$ cat src/rtl/alu_exec_sequencer_pkg.sv
// Shared opcode, function and flag encodings plus the sequencer state type
// for the execute-stage controller.
package alu_exec_pkg;

    localparam logic [2:0] OP_ADDI    = 3'b000;
    localparam logic [2:0] OP_SUBI    = 3'b001;
    localparam logic [2:0] OP_TYPE_R  = 3'b010;
    localparam logic [2:0] OP_ANDI    = 3'b011;
    localparam logic [2:0] OP_ORI     = 3'b100;
    localparam logic [2:0] OP_BRFL    = 3'b101;
    localparam logic [2:0] OP_CMP     = 3'b110;
    localparam logic [2:0] OP_ILLEGAL = 3'b111;

    localparam logic [5:0] FUNC_DIV = 6'b000001;
    localparam logic [5:0] FUNC_MUL = 6'b000010;

    localparam logic [2:0] FLAG_NOT_ACTIVED = 3'b000;
    localparam logic [2:0] FLAG_EQUAL       = 3'b001;
    localparam logic [2:0] FLAG_EXCEPTION   = 3'b010;
    localparam logic [2:0] FLAG_OVERFLOW    = 3'b011;
    localparam logic [2:0] FLAG_UNDERFLOW   = 3'b100;
    localparam logic [2:0] FLAG_ABOVE       = 3'b101;

    typedef enum logic [1:0] {
        ST_IDLE = 2'b00,
        ST_EXEC = 2'b01,
        ST_DONE = 2'b10
    } state_e;

    function automatic logic isRtype(input logic [2:0] ctrl, input logic [5:0] func,
                                     input logic [5:0] want);
        return (ctrl == OP_TYPE_R) && (func == want);
    endfunction

endpackage

$ cat src/rtl/alu_exec_sequencer_counter.sv
// Loadable down-counter that measures how long the ALU inputs are held.
module alu_latency_counter #(
    parameter int CNT_W = 4
) (
    input  logic             clock,
    input  logic             reset,
    input  logic             load_i,
    input  logic [CNT_W-1:0] loadVal_i,
    input  logic             dec_i,
    output logic             zero_o
);

    localparam logic [CNT_W-1:0] ONE = {{(CNT_W-1){1'b0}}, 1'b1};

    logic [CNT_W-1:0] count_q;

    // Load has priority; the count parks at zero instead of wrapping.
    always_ff @(posedge clock) begin
        if (!reset) begin
            count_q <= '0;
        end else if (load_i) begin
            count_q <= loadVal_i;
        end else if (dec_i && (count_q != '0)) begin
            count_q <= count_q - ONE;
        end
    end

    assign zero_o = (count_q == '0);

endmodule

$ cat src/rtl/alu_exec_sequencer.sv
// Execute-stage sequencer: holds ALU operands for the op's latency, captures
// the ALU outputs for MEM/WB and maintains the architectural flag register.
module alu_exec_sequencer
    import alu_exec_pkg::*;
#(
    parameter int MUL_CYCLES = 4,
    parameter int DIV_CYCLES = 8,
    parameter int CNT_W      = 4
) (
    input  logic        clock,
    input  logic        reset,
    input  logic        issue_valid,
    output logic        issue_ready,
    input  logic [2:0]  issue_alu_control,
    input  logic [5:0]  issue_func,
    input  logic [31:0] issue_data_a,
    input  logic [31:0] issue_data_b,
    output logic [2:0]  alu_control,
    output logic [5:0]  alu_func,
    output logic [31:0] alu_data_a,
    output logic [31:0] alu_data_b,
    input  logic [31:0] alu_result,
    input  logic [2:0]  alu_flag,
    input  logic        alu_branch,
    output logic        wb_valid,
    input  logic        wb_ready,
    output logic [31:0] wb_result,
    output logic [2:0]  wb_flag,
    output logic        wb_branch,
    output logic        wb_illegal,
    output logic [2:0]  flag_reg,
    output logic        busy,
    output logic        stall
);

    state_e      state_q;
    logic [2:0]  aluCtrl_q;
    logic [5:0]  aluFunc_q;
    logic [31:0] aluA_q;
    logic [31:0] aluB_q;
    logic        wbValid_q;
    logic [31:0] wbResult_q;
    logic [2:0]  wbFlag_q;
    logic        wbBranch_q;
    logic        wbIllegal_q;
    logic [2:0]  flagReg_q;

    logic             issueReady;
    logic             accept;
    logic             cntZero;
    logic             divByZero;
    logic             capture;
    logic             isBrfl;
    logic             isIllegal;
    logic [CNT_W-1:0] latency_d;

    assign issueReady = (state_q == ST_IDLE) || ((state_q == ST_DONE) && wb_ready);
    assign accept     = issue_valid && issueReady;

    // The counter is loaded with latency-1 so a zero count means "capture now".
    always_comb begin
        latency_d = '0;
        if (isRtype(issue_alu_control, issue_func, FUNC_MUL)) begin
            latency_d = CNT_W'(MUL_CYCLES - 1);
        end else if (isRtype(issue_alu_control, issue_func, FUNC_DIV)) begin
            latency_d = CNT_W'(DIV_CYCLES - 1);
        end
    end

    alu_latency_counter #(.CNT_W(CNT_W)) u_counter (
        .clock    (clock),
        .reset    (reset),
        .load_i   (accept),
        .loadVal_i(latency_d),
        .dec_i    (state_q == ST_EXEC),
        .zero_o   (cntZero)
    );

    assign divByZero = isRtype(aluCtrl_q, aluFunc_q, FUNC_DIV) && (aluB_q == '0);
    assign capture   = (state_q == ST_EXEC) && (cntZero || divByZero);
    assign isBrfl    = (aluCtrl_q == OP_BRFL);
    assign isIllegal = (aluCtrl_q == OP_ILLEGAL);

    always_ff @(posedge clock) begin
        if (!reset) begin
            state_q     <= ST_IDLE;
            aluCtrl_q   <= '0;
            aluFunc_q   <= '0;
            aluA_q      <= '0;
            aluB_q      <= '0;
            wbValid_q   <= 1'b0;
            wbResult_q  <= '0;
            wbFlag_q    <= FLAG_NOT_ACTIVED;
            wbBranch_q  <= 1'b0;
            wbIllegal_q <= 1'b0;
            flagReg_q   <= FLAG_NOT_ACTIVED;
        end else begin
            case (state_q)
                ST_IDLE: begin
                    if (accept) begin
                        aluCtrl_q <= issue_alu_control;
                        aluFunc_q <= issue_func;
                        aluA_q    <= issue_data_a;
                        aluB_q    <= issue_data_b;
                        state_q   <= ST_EXEC;
                    end
                end
                ST_EXEC: begin
                    if (capture) begin
                        wbValid_q   <= 1'b1;
                        wbResult_q  <= isIllegal ? 32'd0 : alu_result;
                        wbFlag_q    <= alu_flag;
                        wbBranch_q  <= isBrfl && alu_branch;
                        wbIllegal_q <= isIllegal;
                        // BRFL reads the flag register and illegal ops must not disturb it.
                        if (!isBrfl && !isIllegal) begin
                            flagReg_q <= alu_flag;
                        end
                        state_q <= ST_DONE;
                    end
                end
                ST_DONE: begin
                    if (wb_ready) begin
                        wbValid_q <= 1'b0;
                        if (issue_valid) begin
                            aluCtrl_q <= issue_alu_control;
                            aluFunc_q <= issue_func;
                            aluA_q    <= issue_data_a;
                            aluB_q    <= issue_data_b;
                            state_q   <= ST_EXEC;
                        end else begin
                            state_q <= ST_IDLE;
                        end
                    end
                end
                default: state_q <= ST_IDLE;
            endcase
        end
    end

    assign issue_ready = issueReady;
    assign alu_control = aluCtrl_q;
    assign alu_func    = aluFunc_q;
    assign alu_data_a  = aluA_q;
    assign alu_data_b  = aluB_q;
    assign wb_valid    = wbValid_q;
    assign wb_result   = wbResult_q;
    assign wb_flag     = wbFlag_q;
    assign wb_branch   = wbBranch_q;
    assign wb_illegal  = wbIllegal_q;
    assign flag_reg    = flagReg_q;
    assign busy        = (state_q != ST_IDLE);
    assign stall       = issue_valid && !issueReady;

endmodule

$ cat config.mk
export PLATFORM = sky130hd
export DESIGN_NAME = alu_exec_sequencer
export DESIGN_NICKNAME = d
export VERILOG_FILES = /design/src/rtl/alu_exec_sequencer_pkg.sv /design/src/rtl/alu_exec_sequencer_counter.sv /design/src/rtl/alu_exec_sequencer.sv
export SDC_FILE = /design/constraint.sdc
export NUM_CORES = 1
export LEC_CHECK = 0
export ABC_AREA = 1
export BUFFER_PORTS_ARGS = -buffer_cell sky130_fd_sc_hd__buf_4
export CORE_UTILIZATION = 45
export CTS_BUF_LIST = sky130_fd_sc_hd__clkbuf_16
export CTS_CLUSTER_DIAMETER = 30
export DETAILED_ROUTE_END_ITERATION = 8
export HOLD_SLACK_MARGIN = 0.05
export PLACE_DENSITY = 0.78
export SETUP_SLACK_MARGIN = 0.2
export SYNTH_ARGS = -nofsm -noshare
export SYNTH_HDL_FRONTEND = slang
export SYNTH_HIERARCHICAL = 1
export SYNTH_SLANG_ARGS = --single-unit
$ cat constraint.sdc
create_clock -name clock -period 4.9 [get_ports clock]
set_input_delay 0.735 -clock clock [delete_from_list [all_inputs] [get_ports clock]]
set_output_delay 0.735 -clock clock [all_outputs]
set_load 0.03 [all_outputs]
==> results by group, run 1 <==
Detailed routing
  • Iter 0 DRT Violations: 305
  • Routed len/inst: 12.86 um
  • Routed Antenna Nets: 0
  • Via density: 4.752
  • DRT Wirelength: 13890 um
  • Drc violations: 0
  • Drt pass-1 iters: 5
  • Total number of vias: 5132

Synth
  • Synth cell types: 26
  • Cells after Synth: 721
  • Sequential-to-total area share from yosys stat: 48.64%
  • XOR/XNOR Fraction of Synth Area: 0.1773%
  • Synth Area in Compound Gates: 9.602%
  • Simple-Gate Fraction of Synth Area: 32.58%
  • Warnings, synthesis: 6
  • Yosys top cell by area: dfxtp_1
  • Largest family of logic cells by synthesized area: simple AND/OR/NAND/NOR gates
  • Mapped Avg Cell Area: 6.849 sq um
  • Adder-cell share of the synthesized area: 0.2534%
  • Synth area leaders: dfxtp_1 49%, nor2_1 16%, nand2_1 10%
  • Fraction of synthesized area in multiplexers: 0%
  • Yosys top cell area share: 48.64%
  • Net Count, Synth: 835
  • Post-Synthesis Cell Area: 4938 sq um
  • Yosys reg bits: 120

Worst setup path
  • Crit path cell chain: or2_0 -> nor2_1 -> nand2_1 -> nor2_1 -> nand2_1 -> nand2_2 -> nand2_2 -> nand2_1 -> a21oi_1
  • Reg-to-Reg Start: alu_data_b[29]
  • Internal reg-to-reg setup slack: 2.32 ns
  • Buffers & Inverters on Critical Path: 0
  • Setup Crit Path Kind: flop to flop
  • CP arrival: 2.84 ns
  • CP dominant cell by count: nand2_1
  • Reg2reg end: wb_flag[2]
  • Reg2Reg Depth: 9
  • Max incr delay on CP: 0.65 ns
  • Worst path top cell family by delay: simple AND/OR/NAND/NOR gates
  • CP Capture Type: flop
  • Worst Path Required: 5.16 ns
  • CP max-delay cell: nand2_2
  • Worst-path fanout max: 43
  • Crit start category: flop

Placement
  • Post-DP HPWL: 9419 um
  • Gp weighted congestion: 0.7860
  • Port Buf Inserts: 229

Die
  • Die H: 106.8 um
  • Io pins: 230
  • Placeable Area: 10460 sq um
  • Initial Util: 47.20%
  • Die Footprint: 11400 sq um
  • Die width: 106.8 um
  • Std cell rows: 37

Cells and area
  • Fill count: 940
  • Share of layout cells above drive strength 1: 29.13%
  • Post-layout util: 69.47%
  • Area Overhead vs Synth: 47.18%
  • Number of antenna repair diodes: 0
  • Final nets: 1045

Clock tree
  • Clock root buffer: clkbuf_16
  • Clock slew at the register clock pins of the worst setup and hold paths: 0.06 ns
  • CTS tree: built
  • Post-CTS Setup Bufs: 0
  • H-tree Lvls: 4
  • Hold_buf cts: 0
  • Total CTS buffers: 17
  • Clock Sinks: 120
  • Clk Latency, worst-skew pair: 0.40 ns
  • Max Buffers Root-to-Sink: 2
  • CTS resizes: 0

Global route
  • Vias in the first global route: 4677
  • First-pass GRT wire length: 22120 um
  • Initial antenna violation count: 0
  • GR Overflow Total: 0
  • Pin count of the biggest net entering global routing: 83
  • Gr usage total: 24.42%

STA
  • Slew @ Worst Pin: 1.024 ns
  • Clk_skew: 0.01195 ns
  • RSZ-0062 raised after global routing: false
  • Fin crit period: 2.585 ns
  • Slew Limit Fails: 0
  • Maximum clock rate: 386.9 MHz
  • Fin Setup TNS: 0 ns
  • Max transition margin: 31.59%
  • Post-route clock period utilization: 52.75%
  • Final setup vio count: 0
  • Final hold violation count: 0

Min path
  • WHS Endpoint: wb_branch
  • Hold depth: 2
  • Min-delay worst type: flop to flop
  • Worst hold start: wb_branch

Outcome
  • Status: completed

Power and ir drop
  • Lkg Pwr: 3.672 nW
  • Power Density: 444.0 nW/um^2
  • Max VDD drop: 0.2307 mV

Job
  • Max cap viols: 0
[through the flow]
| step | cells | area (sq um) | total power [W] | hold WS, ns | setup WS [ns] |
|---|---|---|---|---|---|
| floorplan | 721 | 4938 | 0.001715 | 0.4657 | 2.686 |
| global placement | 1048 | 6678 | 0.002009 | 0.4495 | 2.319 |
| detailed placement | 1048 | 6678 | 0.002016 | 0.4616 | 2.330 |
| CTS | 1080 | 7268 | 0.003252 | 0.4729 | 2.307 |
| global route | 1080 | 7268 | 0.003388 | 0.4908 | 2.015 |
| finish | 1080 | 7268 | 0.003227 | 0.4705 | 2.315 |
[area by class of cell]
type	instances	area (sq um)	area share (%)
well taps	136	170.2	2.341
flip-flops and latches	120	2402	33.05
clock inverters	15	165.2	2.272
inverters	63	237.7	3.271
clock buffers	17	425.4	5.853
multi-input cells	496	2118	29.14
repair buffers	233	1749	24.07
[per-layer routing]
layer	GRT usage, %	routed length [um]	up-vias
met3	5.957	1162	15
met5	0	0	-
li1	-	-	2666
met1	30.08	5834	2245
met2	41.20	6680	206
met4	9.100	215	0
[cell usage after synthesis]
cell,count
nor2_1,209
nand2_1,133
dfxtp_1,120
o21ai_0,76
inv_1,59
nand3_1,43
clkbuf_1,31
a21oi_1,14
buf_2,8
nand4_1,5
buf_6,3
inv_2,3
nand2_2,2
nand2_4,2
or2_0,2
a2111oi_0,1
a21oi_2,1
clkinv_2,1
conb_1,1
ha_1,1
nand3_2,1
nor4_1,1
o22ai_1,1
or2_2,1
or3b_2,1
xor2_1,1
[layout by cell type (no fill, tap or decap), types with 2 or more instances in the layout]
cell and count:
buf_4 233, bufinv_16 3, nand2_4 2, nand2_2 3, clkinvlp_4 2, inv_2 3
nand3_1 43, nor2_1 208, a21oi_1 14, nand2_1 132, dfxtp_1 120, or2_0 2
nand4_1 5, o21ai_0 76, clkbuf_16 17, clkinv_2 3, clkinv_4 4, inv_1 63
[worst register-to-register path, cell delays in order (launching register included)]
cell	delay (ns)
dfxtp_1	0.33
or2_0	0.26
nor2_1	0.12
nand2_1	0.06
nor2_1	0.08
nand2_1	0.08
nand2_2	0.57
nand2_2	0.65
nand2_1	0.23
a21oi_1	0.08
[logic make-up (layout without fill, tap and decap cells)]
kind of cell               after synthesis  in the layout
and+or+nand+nor                        400            400
DFF                                    120            120
buffers and inverters                  105            328
AOI/OAI and AO/OA                       93             93
adders and majority gates                1              1
other                                    1              1
xor gates and xnor gates                 1              1
[where the power goes]
part | internal (W) | switching, W | total, W
sequential | 0.00109 | 0.0000676 | 0.00116
combinational | 0.000308 | 0.000534 | 0.000842
clock | 0.000792 | 0.000438 | 0.00123
[how the worst max path moves through the flow]
stage | start | end | slack (ns) | cells after the start
after floorplan | wb_ready | stall | 2.69 | 3
after global placement | issue_valid | u_counter/count_q[3] | 2.32 | 10
after detailed placement | issue_valid | u_counter/count_q[3] | 2.33 | 10
after CTS | alu_data_b[29] | wb_flag[2] | 2.31 | 9
after global routing | alu_data_b[29] | wb_result[1] | 2.02 | 10
final | alu_data_b[29] | wb_flag[2] | 2.32 | 9
No activity file was read; power rests on OpenSTA's default activity.
==> run 2: changes to the inputs <==
ABC_AREA = 0   (was 1)
CORE_UTILIZATION = 41   (was 45)
PLACE_DENSITY = 0.76   (was 0.78)
clock period = 2.25 ns   (was 4.9 ns; I/O delays follow)
==> run 2 against run 1 <==
- cell count shrank 13%
- total power grew 92%
- sequential power grew 110%
- flip-flop and latch count is the same
- combinational power grew 41%
- clock skew shrank 0.00091 ns
- wire length shrank 3.3%
- synthesized area shrank 6.6%
==> results by group, run 2 <==
Power and ir drop
  • Tot Pwr: 0.006197 W
  • Power Density: 879.9 nW/um^2
  • Max VDD drop: 0.4662 mV
  • Lkg Pwr: 3.385 nW

Worst setup path
  • Buffers & Inverters on Critical Path: 4
  • Crit path cell chain: inv_1 -> ha_1 -> or3b_4 -> clkinv_2 -> inv_1 -> o31a_1 -> nand2b_4 -> buf_12 -> mux2i_2
  • CP arrival: 2.21 ns
  • Crit start category: flop
  • CP max-delay cell: or3b_4
  • Worst path top cell family by delay: simple AND/OR/NAND/NOR gates
  • Setup Crit Path Kind: flop to flop
  • CP dominant cell by count: inv_1
  • Worst Path Required: 2.54 ns
  • Max incr delay on CP: 0.42 ns
  • Worst-path fanout max: 13
  • CP Capture Type: flop

Die
  • Io pins: 230
  • Placeable Area: 10890 sq um
  • Std cell rows: 38
  • Initial Util: 42.37%
  • Die width: 108.1 um
  • Die Footprint: 11680 sq um
  • Die H: 108.1 um

Placement
  • Post-DP HPWL: 9793 um
  • DP Worst Slack: 0.2018 ns
  • Gp weighted congestion: 0.8075
  • Port Buf Inserts: 229

Cells and area
  • Share of layout cells above drive strength 1: 34.80%
  • Area Overhead vs Synth: 52.67%
  • Most common cell after layout, fill and taps aside: buf_4
  • Most frequent cells in the layout: 233 x buf_4, 226 x nand2_1, 119 x dfxtp_1, 78 x a21oi_1, 40 x mux2i_1
  • Number of antenna repair diodes: 0
  • Post-layout util: 64.69%
  • Final nets: 898

Outcome
  • Status: completed

Synth
  • Synth Flop Type: dfxtp_1
  • XOR/XNOR Fraction of Synth Area: 0.1899%
  • Adder-cell share of the synthesized area: 0.2712%
  • Cells after Synth: 564
  • Synth area leaders: dfxtp_1 52%, nand2_1 18%, mux2i_1 8.9%
  • Fraction of synthesized area in multiplexers: 8.896%
  • Net Count, Synth: 678
  • Yosys reg bits: 120
  • Mapped Avg Cell Area: 8.179 sq um
  • Synth cell count leaders: 227 x nand2_1, 120 x dfxtp_1, 78 x a21oi_1
  • Post-synth ARST share: 0%
  • Yosys top cell by area: dfxtp_1
  • Most frequent cell after synthesis: nand2_1
  • Synth cell types: 37
  • Warnings, synthesis: 6
  • Yosys top cell area share: 52.07%
  • EDFF count, synth: 0
  • Post-Synthesis Cell Area: 4613 sq um
  • Sequential-to-total area share from yosys stat: 52.07%
  • Largest family of logic cells by synthesized area: simple AND/OR/NAND/NOR gates
  • Synth Area in Compound Gates: 9.791%
  • Simple-Gate Fraction of Synth Area: 24.14%

STA
  • Slew @ Worst Pin: 0.8000 ns
  • Fin Setup TNS: 0 ns
  • Max transition margin: 46.67%
  • Final hold violation count: 0
  • Fin worst setup slack: 0.3304 ns
  • Hold Slack: 0.1711 ns
  • Slew Limit Fails: 0
  • Maximum clock rate: 520.9 MHz
  • Final setup vio count: 0
  • Post-route clock period utilization: 85.32%
  • Fin crit period: 1.920 ns
  • Clk_skew: 0.01105 ns
  • RSZ-0062 raised after global routing: false

Detailed routing
  • Via density: 4.947
  • Routed len/inst: 14.35 um
  • Drc violations: 0
  • Total number of vias: 4630
  • Drt pass-1 iters: 5
  • Routed Antenna Nets: 0
  • Iter 0 DRT Violations: 260
  • DRT Wirelength: 13430 um

Min path
  • Min-delay worst type: input port to flop

Clock tree
  • Clk Latency, worst-skew pair: 0.41 ns
  • Hold_buf cts: 0
  • CTS tree: built
  • H-tree Lvls: 4
  • Clock root buffer: clkbuf_16
  • Max Buffers Root-to-Sink: 2
  • Clock slew at the register clock pins of the worst setup and hold paths: 0.05 ns
  • Clock Sinks: 120
  • Total CTS buffers: 17

Global route
  • Gr usage total: 23.62%
  • GR Overflow Total: 0
  • Pin count of the biggest net entering global routing: 77
  • Initial antenna violation count: 0
  • Vias in the first global route: 4457
  • First-pass GRT wire length: 21240 um

Job
  • Max cap viols: 0
-- run 2: final cells by class --
type                       count  area (sq um)
clock buffer                  17         425.4
tap                          140         175.2
multi-input combinational    396          2013
timing repair buffer         238          1841
sequential                   120          2404
inverter                      11         42.54
clock inverter                14         142.6
fill                         899          3845
-- run 2: worst paths after layout --
path / startpoint / endpoint / slack, ns / cells past startpoint
worst max-delay path: u_counter/count_q[0] / wb_result[26] / 0.33 / 9
worst min-delay path: issue_data_a[12] / alu_data_a[12] / 0.17 / 3
worst max register to register: u_counter/count_q[0] / wb_result[26] / 0.33 / 9
worst min register to register: alu_data_a[7] / alu_data_a[7] / 0.45 / 2
-- run 2: what timing repair did --
item                                    4_1_cts  5_1_grt
endpoints found under the setup margin        6        8
resized for setup                             0        3
buffers inserted                              1        0
-- run 2: logic make-up (layout without fill, tap and decap cells) --
kind of cell / count (synthesis) / in the layout
and+or+nand+nor: 267 / 267
DFF: 120 / 120
other: 1 / 1
AOI/OAI and AO/OA: 85 / 85
adders and majority gates: 1 / 1
muxes: 41 / 41
buffers and inverters: 48 / 280
xor gates and xnor gates: 1 / 1
-- run 2: tightest hold or removal path: stages --
cell and delay (ns):
buf_4 0.11, nand2_1 0.04, a21oi_1 0.05
-- run 2: per-layer routing --
layer  part of all wire, %  vias up  track usage, %
met3                   9.2       33           8.077
met4                   3.0        0           12.33
met5                     0        -               0
li1                      -     2292               -
met1                    39     2105           26.33
met2                    48      200           39.72
-- run 2: report_power, final --
| part | internal (W) | leakage, nW | switching [W] |
|---|---|---|---|
| registers | 0.00228 | 0.982 | 0.000103 |
| logic | 0.000497 | 2.12 | 0.000694 |
| clock network | 0.00170 | 0.285 | 0.000927 |
-- run 2: per-stage QoR --
stage	instances	cell area, sq um
3_5_place_dp	904	6459
3_3_place_gp	904	6459
6_report	936	7043
5_1_grt	936	7043
4_1_cts	936	7034
2_1_floorplan	564	4613
